File: config.mk
export PLATFORM = sky130hd
export DESIGN_NAME = bsram_access_aligner_flat
export DESIGN_NICKNAME = d
export VERILOG_FILES = /design/src/rtl/bsram_access_aligner_pkg.sv /design/src/rtl/bsram_access_aligner_if.sv /design/src/rtl/bsram_access_aligner_mem_lane_formatter.sv /design/src/rtl/bsram_access_aligner.sv /design/src/flat_wrapper.sv
export SDC_FILE = /design/constraint.sdc
export NUM_CORES = 1
export LEC_CHECK = 0
export BUFFER_PORTS_ARGS = -buffer_cell sky130_fd_sc_hd__buf_2
export CAP_MARGIN = 20
export CORE_MARGIN = 2
export CORE_UTILIZATION = 54
export DETAILED_ROUTE_END_ITERATION = 7
export PLACE_DENSITY = 0.86
export SETUP_SLACK_MARGIN = 0.2
export SKIP_CTS_REPAIR_TIMING = 1
export SYNTH_ARGS = -nofsm -noshare
export SYNTH_HDL_FRONTEND = slang
export SYNTH_SLANG_ARGS = --single-unit
File: constraint.sdc
create_clock -name clock -period 4.7 [get_ports clock]
set_input_delay 0.235 -clock clock [delete_from_list [all_inputs] [get_ports clock]]
set_output_delay 0.235 -clock clock [all_outputs]
set_load 0.1 [all_outputs]
File: src/rtl/bsram_access_aligner_pkg.sv
// Shared definitions for the BSRAM access aligner.
// Provides the access-size and FSM-state encodings, the captured load-control
// payload, and the misalignment rule used on request acceptance.
package bsram_access_aligner_pkg;

  localparam int unsigned LANES  = 4;
  localparam int unsigned LANE_W = 8;
  localparam int unsigned OFF_W  = 2;

  typedef enum logic [1:0] {
    SIZE_BYTE    = 2'b00,
    SIZE_HALF    = 2'b01,
    SIZE_WORD    = 2'b10,
    SIZE_ILLEGAL = 2'b11
  } size_e;

  typedef enum logic [2:0] {
    ST_IDLE       = 3'd0,
    ST_RD_ISSUE   = 3'd1,
    ST_RD_CAPTURE = 3'd2,
    ST_WR_ISSUE   = 3'd3,
    ST_RESP       = 3'd4
  } state_e;

  // Load attributes captured at accept, consumed when readData returns.
  typedef struct packed {
    size_e            size;
    logic             sext;
    logic [OFF_W-1:0] off;
  } ld_ctrl_t;

  // An access is misaligned when its byte offset is not a multiple of its size.
  function automatic logic is_misaligned(input size_e size, input logic [OFF_W-1:0] off);
    logic bad;
    case (size)
      SIZE_BYTE: bad = 1'b0;
      SIZE_HALF: bad = off[0];
      SIZE_WORD: bad = (off != '0);
      default:   bad = 1'b1;
    endcase
    return bad;
  endfunction

endpackage

File: src/rtl/bsram_access_aligner_if.sv
// Core-side load/store request/response bus of the BSRAM access aligner.
//   master : the core (drives requests, consumes responses)
//   slave  : the aligner (accepts requests, produces responses)
interface bsram_access_aligner_if #(
  parameter int unsigned ADDR_WIDTH = 8,
  parameter int unsigned DATA_WIDTH = 32
);

  logic                  req_valid;
  logic                  req_ready;
  logic                  req_write;
  logic [1:0]            req_size;
  logic                  req_signed;
  logic [ADDR_WIDTH+1:0] req_addr;
  logic [DATA_WIDTH-1:0] req_wdata;

  logic                  rsp_valid;
  logic                  rsp_ready;
  logic [DATA_WIDTH-1:0] rsp_rdata;
  logic                  rsp_error;

  modport master (
    output req_valid, req_write, req_size, req_signed, req_addr, req_wdata, rsp_ready,
    input  req_ready, rsp_valid, rsp_rdata, rsp_error
  );

  modport slave (
    input  req_valid, req_write, req_size, req_signed, req_addr, req_wdata, rsp_ready,
    output req_ready, rsp_valid, rsp_rdata, rsp_error
  );

endinterface

File: src/rtl/bsram_access_aligner_mem_lane_formatter.sv
// Combinational byte-lane formatter.
//   st_size/st_off/st_wdata -> st_be_c, st_data_c : store lane enables and
//                                                    lane-replicated store data
//   ld_ctrl/ld_rdata        -> ld_data_c           : lane extract plus sign/zero
//                                                    extension of load data
module bsram_access_aligner_mem_lane_formatter
  import bsram_access_aligner_pkg::*;
#(
  parameter int unsigned DATA_WIDTH = 32
) (
  input  size_e                 st_size,
  input  logic [OFF_W-1:0]      st_off,
  input  logic [DATA_WIDTH-1:0] st_wdata,
  output logic [LANES-1:0]      st_be_c,
  output logic [DATA_WIDTH-1:0] st_data_c,
  input  ld_ctrl_t              ld_ctrl,
  input  logic [DATA_WIDTH-1:0] ld_rdata,
  output logic [DATA_WIDTH-1:0] ld_data_c
);

  logic [DATA_WIDTH-1:0] lane;

  // Store: replicate the right-justified value into every lane it could occupy.
  always_comb begin
    st_be_c   = '0;
    st_data_c = st_wdata;
    case (st_size)
      SIZE_BYTE: begin
        st_be_c   = LANES'(4'b0001 << st_off);
        st_data_c = {LANES{st_wdata[LANE_W-1:0]}};
      end
      SIZE_HALF: begin
        st_be_c   = LANES'(4'b0011 << st_off);
        st_data_c = {2{st_wdata[2*LANE_W-1:0]}};
      end
      SIZE_WORD: begin
        st_be_c   = '1;
        st_data_c = st_wdata;
      end
      default: begin
        st_be_c   = '0;
        st_data_c = st_wdata;
      end
    endcase
  end

  // Load: shift the addressed lane down to bit 0, then extend.
  always_comb begin
    lane      = ld_rdata >> {ld_ctrl.off, 3'b000};
    ld_data_c = '0;
    case (ld_ctrl.size)
      SIZE_BYTE: ld_data_c = {{(DATA_WIDTH-8){ld_ctrl.sext & lane[7]}}, lane[7:0]};
      SIZE_HALF: ld_data_c = {{(DATA_WIDTH-16){ld_ctrl.sext & lane[15]}}, lane[15:0]};
      SIZE_WORD: ld_data_c = lane;
      default:   ld_data_c = '0;
    endcase
  end

endmodule

File: src/rtl/bsram_access_aligner.sv
// Front-end between a core load/store port and a byte-enabled flat BSRAM.
// Ports:
//   clock, reset    : clock and asynchronous active-low reset
//   bus (slave)     : core request/response handshake bus
//   readEnable/readAddress/readData          : BSRAM read port (1-cycle data)
//   writeEnable/writeByteEnable/writeAddress/writeData : BSRAM write port
// One request is outstanding at a time. Loads respond 2 cycles after accept,
// stores and misaligned requests 1 cycle after accept.
module bsram_access_aligner
  import bsram_access_aligner_pkg::*;
#(
  parameter int unsigned DATA_WIDTH = 32,
  parameter int unsigned ADDR_WIDTH = 8
) (
  input  logic                  clock,
  input  logic                  reset,
  bsram_access_aligner_if.slave bus,
  output logic                  readEnable,
  output logic [ADDR_WIDTH-1:0] readAddress,
  input  logic [DATA_WIDTH-1:0] readData,
  output logic                  writeEnable,
  output logic [LANES-1:0]      writeByteEnable,
  output logic [ADDR_WIDTH-1:0] writeAddress,
  output logic [DATA_WIDTH-1:0] writeData
);

  state_e                state_q, state_d;
  ld_ctrl_t              ld_q, ld_d;
  logic                  err_q, err_d;
  logic                  rd_en_d, wr_en_d;
  logic [ADDR_WIDTH-1:0] rd_addr_d, wr_addr_d;
  logic [LANES-1:0]      wr_be_d;
  logic [DATA_WIDTH-1:0] wr_data_d;
  logic                  rsp_valid_q, rsp_valid_d;
  logic [DATA_WIDTH-1:0] rsp_rdata_q, rsp_rdata_d;
  logic                  rsp_error_q, rsp_error_d;

  logic [ADDR_WIDTH-1:0] word;
  logic [OFF_W-1:0]      off;
  size_e                 req_size;
  logic                  misaligned;
  logic                  accept;
  logic [LANES-1:0]      st_be;
  logic [DATA_WIDTH-1:0] st_data;
  logic [DATA_WIDTH-1:0] ld_data;

  assign word       = bus.req_addr[ADDR_WIDTH+1:2];
  assign off        = bus.req_addr[1:0];
  assign req_size   = size_e'(bus.req_size);
  assign misaligned = is_misaligned(req_size, off);

  // Ready in IDLE, or in RESP when the response retires on the same edge.
  // Gated by reset so the port reads 0 while reset is held.
  assign bus.req_ready = reset & ((state_q == ST_IDLE) |
                                  ((state_q == ST_RESP) & bus.rsp_ready));
  assign accept        = bus.req_valid & bus.req_ready;

  assign bus.rsp_valid = rsp_valid_q;
  assign bus.rsp_rdata = rsp_rdata_q;
  assign bus.rsp_error = rsp_error_q;

  bsram_access_aligner_mem_lane_formatter #(
    .DATA_WIDTH (DATA_WIDTH)
  ) u_mem_lane_formatter (
    .st_size   (req_size),
    .st_off    (off),
    .st_wdata  (bus.req_wdata),
    .st_be_c   (st_be),
    .st_data_c (st_data),
    .ld_ctrl   (ld_q),
    .ld_rdata  (readData),
    .ld_data_c (ld_data)
  );

  // State and output registers.
  always_ff @(posedge clock or negedge reset) begin
    if (!reset) begin
      state_q         <= ST_IDLE;
      ld_q            <= '0;
      err_q           <= 1'b0;
      readEnable      <= 1'b0;
      readAddress     <= '0;
      writeEnable     <= 1'b0;
      writeByteEnable <= '0;
      writeAddress    <= '0;
      writeData       <= '0;
      rsp_valid_q     <= 1'b0;
      rsp_rdata_q     <= '0;
      rsp_error_q     <= 1'b0;
    end else begin
      state_q         <= state_d;
      ld_q            <= ld_d;
      err_q           <= err_d;
      readEnable      <= rd_en_d;
      readAddress     <= rd_addr_d;
      writeEnable     <= wr_en_d;
      writeByteEnable <= wr_be_d;
      writeAddress    <= wr_addr_d;
      writeData       <= wr_data_d;
      rsp_valid_q     <= rsp_valid_d;
      rsp_rdata_q     <= rsp_rdata_d;
      rsp_error_q     <= rsp_error_d;
    end
  end

  // Next-state and next-output logic.
  always_comb begin
    state_d     = state_q;
    ld_d        = ld_q;
    err_d       = err_q;
    rd_en_d     = 1'b0;
    rd_addr_d   = readAddress;
    wr_en_d     = 1'b0;
    wr_be_d     = writeByteEnable;
    wr_addr_d   = writeAddress;
    wr_data_d   = writeData;
    rsp_valid_d = rsp_valid_q;
    rsp_rdata_d = rsp_rdata_q;
    rsp_error_d = rsp_error_q;

    case (state_q)
      ST_IDLE:     state_d = ST_IDLE;
      ST_RD_ISSUE: state_d = ST_RD_CAPTURE;
      ST_RD_CAPTURE: begin
        state_d     = ST_RESP;
        rsp_valid_d = 1'b1;
        rsp_rdata_d = ld_data;
        rsp_error_d = 1'b0;
      end
      // Shared by stores and rejected requests; err_q tells them apart.
      ST_WR_ISSUE: begin
        state_d     = ST_RESP;
        rsp_valid_d = 1'b1;
        rsp_rdata_d = '0;
        rsp_error_d = err_q;
      end
      ST_RESP: begin
        if (bus.rsp_ready) begin
          state_d     = ST_IDLE;
          rsp_valid_d = 1'b0;
        end
      end
      default: state_d = ST_IDLE;
    endcase

    // Accept is only possible from IDLE or a retiring RESP, so it overrides.
    if (accept) begin
      ld_d = '{size: req_size, sext: bus.req_signed, off: off};
      if (misaligned) begin
        // No strobe; passes through WR_ISSUE so the error lands one cycle later.
        state_d = ST_WR_ISSUE;
        err_d   = 1'b1;
      end else if (bus.req_write) begin
        state_d   = ST_WR_ISSUE;
        err_d     = 1'b0;
        wr_en_d   = 1'b1;
        wr_addr_d = word;
        wr_be_d   = st_be;
        wr_data_d = st_data;
      end else begin
        state_d   = ST_RD_ISSUE;
        err_d     = 1'b0;
        rd_en_d   = 1'b1;
        rd_addr_d = word;
      end
    end
  end

endmodule

File: src/flat_wrapper.sv
// flat-port wrapper written by rule: the top's interface ports become plain ports
module bsram_access_aligner_flat import bsram_access_aligner_pkg::*;
#(
  parameter int unsigned DATA_WIDTH = 32,
  parameter int unsigned ADDR_WIDTH = 8
)
  (clock, reset, readEnable, readAddress, readData, writeEnable, writeByteEnable, writeAddress, writeData, bus_req_valid, bus_req_write, bus_req_size, bus_req_signed, bus_req_addr, bus_req_wdata, bus_rsp_ready, bus_req_ready, bus_rsp_valid, bus_rsp_rdata, bus_rsp_error);
  bsram_access_aligner_if #(.ADDR_WIDTH(ADDR_WIDTH), .DATA_WIDTH(DATA_WIDTH)) bus_i ();
  input  logic clock;
  input  logic reset;
  output logic readEnable;
  output logic [ADDR_WIDTH-1:0] readAddress;
  input  logic [DATA_WIDTH-1:0] readData;
  output logic writeEnable;
  output logic [LANES-1:0] writeByteEnable;
  output logic [ADDR_WIDTH-1:0] writeAddress;
  output logic [DATA_WIDTH-1:0] writeData;
  input wire logic [$bits(bus_i.req_valid)-1:0] bus_req_valid;
  input wire logic [$bits(bus_i.req_write)-1:0] bus_req_write;
  input wire logic [$bits(bus_i.req_size)-1:0] bus_req_size;
  input wire logic [$bits(bus_i.req_signed)-1:0] bus_req_signed;
  input wire logic [$bits(bus_i.req_addr)-1:0] bus_req_addr;
  input wire logic [$bits(bus_i.req_wdata)-1:0] bus_req_wdata;
  input wire logic [$bits(bus_i.rsp_ready)-1:0] bus_rsp_ready;
  output wire logic [$bits(bus_i.req_ready)-1:0] bus_req_ready;
  output wire logic [$bits(bus_i.rsp_valid)-1:0] bus_rsp_valid;
  output wire logic [$bits(bus_i.rsp_rdata)-1:0] bus_rsp_rdata;
  output wire logic [$bits(bus_i.rsp_error)-1:0] bus_rsp_error;
  assign bus_i.req_valid = bus_req_valid;
  assign bus_i.req_write = bus_req_write;
  assign bus_i.req_size = bus_req_size;
  assign bus_i.req_signed = bus_req_signed;
  assign bus_i.req_addr = bus_req_addr;
  assign bus_i.req_wdata = bus_req_wdata;
  assign bus_i.rsp_ready = bus_rsp_ready;
  assign bus_req_ready = bus_i.req_ready;
  assign bus_rsp_valid = bus_i.rsp_valid;
  assign bus_rsp_rdata = bus_i.rsp_rdata;
  assign bus_rsp_error = bus_i.rsp_error;
  bsram_access_aligner #(.DATA_WIDTH(DATA_WIDTH), .ADDR_WIDTH(ADDR_WIDTH)) u_core (.clock(clock), .reset(reset), .bus(bus_i), .readEnable(readEnable), .readAddress(readAddress), .readData(readData), .writeEnable(writeEnable), .writeByteEnable(writeByteEnable), .writeAddress(writeAddress), .writeData(writeData));
endmodule
==> flow_summary.json <==
{
  "status": "completed",
  "top_layer": "met4",
  "core_area_um2": 8300,
  "slew_headroom": 0.304,
  "portBuffers": 170,
  "drc_errors": 0,
  "met3_length_um": 985,
  "wire_per_inst_um": 17.5,
  "cts_max_level": 3,
  "drv_slew": 0,
  "clk_latency_ns": 0.36,
  "rows": 33,
  "ys_seq_area_frac": 0.519,
  "fin_nets": 618,
  "firstDrtPassIters": 4,
  "async_reset_ff_frac": 1.00,
  "r2r_start": "u_core.ld_q[1]$_DFFE_PN0P_",
  "hold_path.class": "in2reg",
  "drt_iter0_drc": 121,
  "synth.area.top_cells": "dfrtp_1 (52%), mux2_2 (19%), mux2i_1 (5.4%)",
  "cts_inserted_buffers": 9,
  "dp_cells": 629,
  "crit_required_ns": 4.95,
  "final-setup-viol-count": 0,
  "synth_top_area_share": 0.519,
  "final_cells": 646,
  "max-clock-path-buffers": 2,
  "io_pins": 171,
  "grt_max_degree": 54,
  "syn-cell-area_um2": 4670,
  "rsz0062_at_grt": "false",
  "syn_nets": 459,
  "gp_congestion": 0.803,
  "drive_gt1_frac": 0.532,
  "fmax_ghz": 0.392,
  "synth_top_cells_by_count": "dfrtp_1 (97), mux2_2 (80), o21ai_0 (35), nand2_1 (30), mux2i_1 (25)",
  "fp.dieH_um": 97.0,
  "syn_avg_cell_area_um2": 12.4,
  "fill_cells": 620,
  "tritoncts": "built",
  "diodes": 0,
  "wirelength_mm": 11.3,
  "cap_violations": 0,
  "crit_chain": "dlygate4sd3_1 -> buf_4 -> nand4_4 -> nor3b_4 -> buf_4 -> mux2_2",
  "r2r_cells": 4,
  "syn_to_final_growth_pct": 22.9,
  "ant_nets": 0,
  "clockRootBuffer": "clkbuf_8",
  "antenna_found_initial": 0,
  "wl_met1_mm": 4.68,
  "synth_ff_type": "dfrtp_1",
  "r2r_setup_slack_ns": 2.16,
  "yosysMostFrequentCell": "dfrtp_1",
  "via_count": 3624,
  "hold_path.startpoint": "bus_req_addr[2]",
  "first_global_vias": 3798,
  "period_share": 0.543,
  "synth_cell_types": 33,
  "clk_pin_slew_ns": 0.11,
  "crit_family": "buffers and inverters",
  "die_area_um2": 9420,
  "finalCoreUtilization": 0.692,
  "critPathMaxFanout": 47,
  "overflow": 0,
  "viasPerCell": 5.61,
  "synth_edf_count": 0,
  "hold_depth": 2,
  "synth_seq_cells": 97,
  "path_buf_inv": 3,
  "finalClockSkew_ns": 0.0163,
  "min_period_ns": 2.55,
  "hold_viol": 0,
  "dp_hpwl_mm": 8.15,
  "whs_endpoint": "u_core.writeAddress[0]$_DFFE_PN0P_",
  "ys_warn_count": 0,
  "yosys.area.top_type": "dfrtp_1",
  "rr_endpoint": "u_core.bus.rsp_rdata[28]$_DFFE_PN0N_",
  "grt_use_total": 0.246,
  "die_x_um": 97.0,
  "crit_path_end_kind": "flop",
  "path_class": "in2reg",
  "start_util": 0.563,
  "startpoint_type": "input port",
  "cp_slowest_stage_delay_ns": 0.55,
  "worst_pin_slew_ns": 1.04,
  "syn_inst": 377,
  "fin_tns_setup_ns": 0,
  "route.met2.wl_mm": 5.52,
  "cts.sinks": 97,
  "crit_slowest_cell": "dlygate4sd3_1",
  "arrival_ns": 2.80,
  "cpMostUsedCell": "buf_4",
  "grt_pass1_wl_mm": 19.0
}
cell type report:
cell class | instances | area [um2] | area share
Inverter | 2 | 7.51 | 0.00131
Clock inverter | 7 | 71.3 | 0.0124
Clock buffer | 9 | 124 | 0.0216
Sequential cell | 97 | 2430 | 0.423
Tap cell | 105 | 131 | 0.0229
Timing Repair Buffer | 175 | 893 | 0.156
Multi-Input combinational cell | 251 | 2090 | 0.364
kinds of logic (layout without fill, tap and decap cells):
group | count (synthesis) | after routing | synth area share
AOI/OAI and AO/OA | 74 | 74 | 0.104
xor gates and xnor gates | 1 | 1 | 0.00187
buffers and inverters | 29 | 193 | 0.0351
DFF | 97 | 97 | 0.519
muxes | 109 | 109 | 0.258
and+or+nand+nor | 67 | 67 | 0.0811
metrics by stage:
stage          area [um2]  setup slack, ns  hold WS (ns)
6_report             5740             2.15        0.0956
5_1_grt              5740             1.92        0.0743
4_1_cts              5730             2.20        -0.122
3_5_place_dp         5540             2.24         0.289
3_3_place_gp         5540             2.27         0.275
2_1_floorplan        4670             2.86       -0.0606
registers in the layout (all words and copies together) (netlist names):
signal                  cells
u_core.bus.rsp_error        1
u_core.bus.rsp_rdata       32
u_core.bus.rsp_valid        1
u_core.err_q                1
u_core.ld_q                 5
u_core.readAddress          8
u_core.readEnable           1
u_core.state_q              3
u_core.writeAddress         8
u_core.writeByteEnable      4
u_core.writeData           32
u_core.writeEnable          1
metal layers:
layer	vias to the layer above	global-route usage
met5	-	0
met2	147	0.400
met1	1776	0.326
met4	0	0.0628
met3	13	0.0737
li1	1688	-
how the worst max path moves through the flow:
stage,start,endpoint,slack [ns],cells past startpoint
after floorplan,u_core.state_q[0]$_DFFE_PN0P_,u_core.writeAddress[1]$_DFFE_PN0P_,2.86,6
after global placement,u_core.ld_q[1]$_DFFE_PN0P_,u_core.bus.rsp_rdata[22]$_DFFE_PN0N_,2.27,4
after detailed placement,u_core.ld_q[1]$_DFFE_PN0P_,u_core.bus.rsp_rdata[28]$_DFFE_PN0N_,2.24,4
after CTS,u_core.ld_q[1]$_DFFE_PN0P_,u_core.bus.rsp_rdata[28]$_DFFE_PN0N_,2.20,4
after global routing,u_core.ld_q[1]$_DFFE_PN0P_,u_core.bus.rsp_rdata[28]$_DFFE_PN0N_,1.92,4
final,reset,u_core.writeData[21]$_DFFE_PN0P_,2.15,6
placed cells by master (no fill, tap or decap), types with 2 or more instances in the layout:
| master | netlist | final |
|---|---|---|
| mux2i_1 | 25 | 25 |
| nor2_1 | 14 | 14 |
| o21ai_0 | 35 | 35 |
| clkbuf_8 | 0 | 9 |
| nand2_1 | 30 | 30 |
| a21oi_1 | 18 | 18 |
| and3_1 | 2 | 2 |
| clkinv_4 | 0 | 2 |
| nor4_4 | 2 | 2 |
| mux2_2 | 80 | 80 |
| inv_1 | 2 | 2 |
| buf_2 | 4 | 169 |
| a221o_1 | 6 | 6 |
| dfrtp_1 | 97 | 97 |
| nand2b_1 | 5 | 5 |
| mux2_1 | 3 | 3 |
| inv_6 | 0 | 3 |
| a221o_2 | 10 | 10 |
| o31ai_1 | 2 | 2 |
| buf_4 | 1 | 5 |
| nand3b_1 | 8 | 8 |
Power is left out: the tool's default activity adds up to more than one toggle a clock period on the data nets, which glitch-free logic cannot reach.
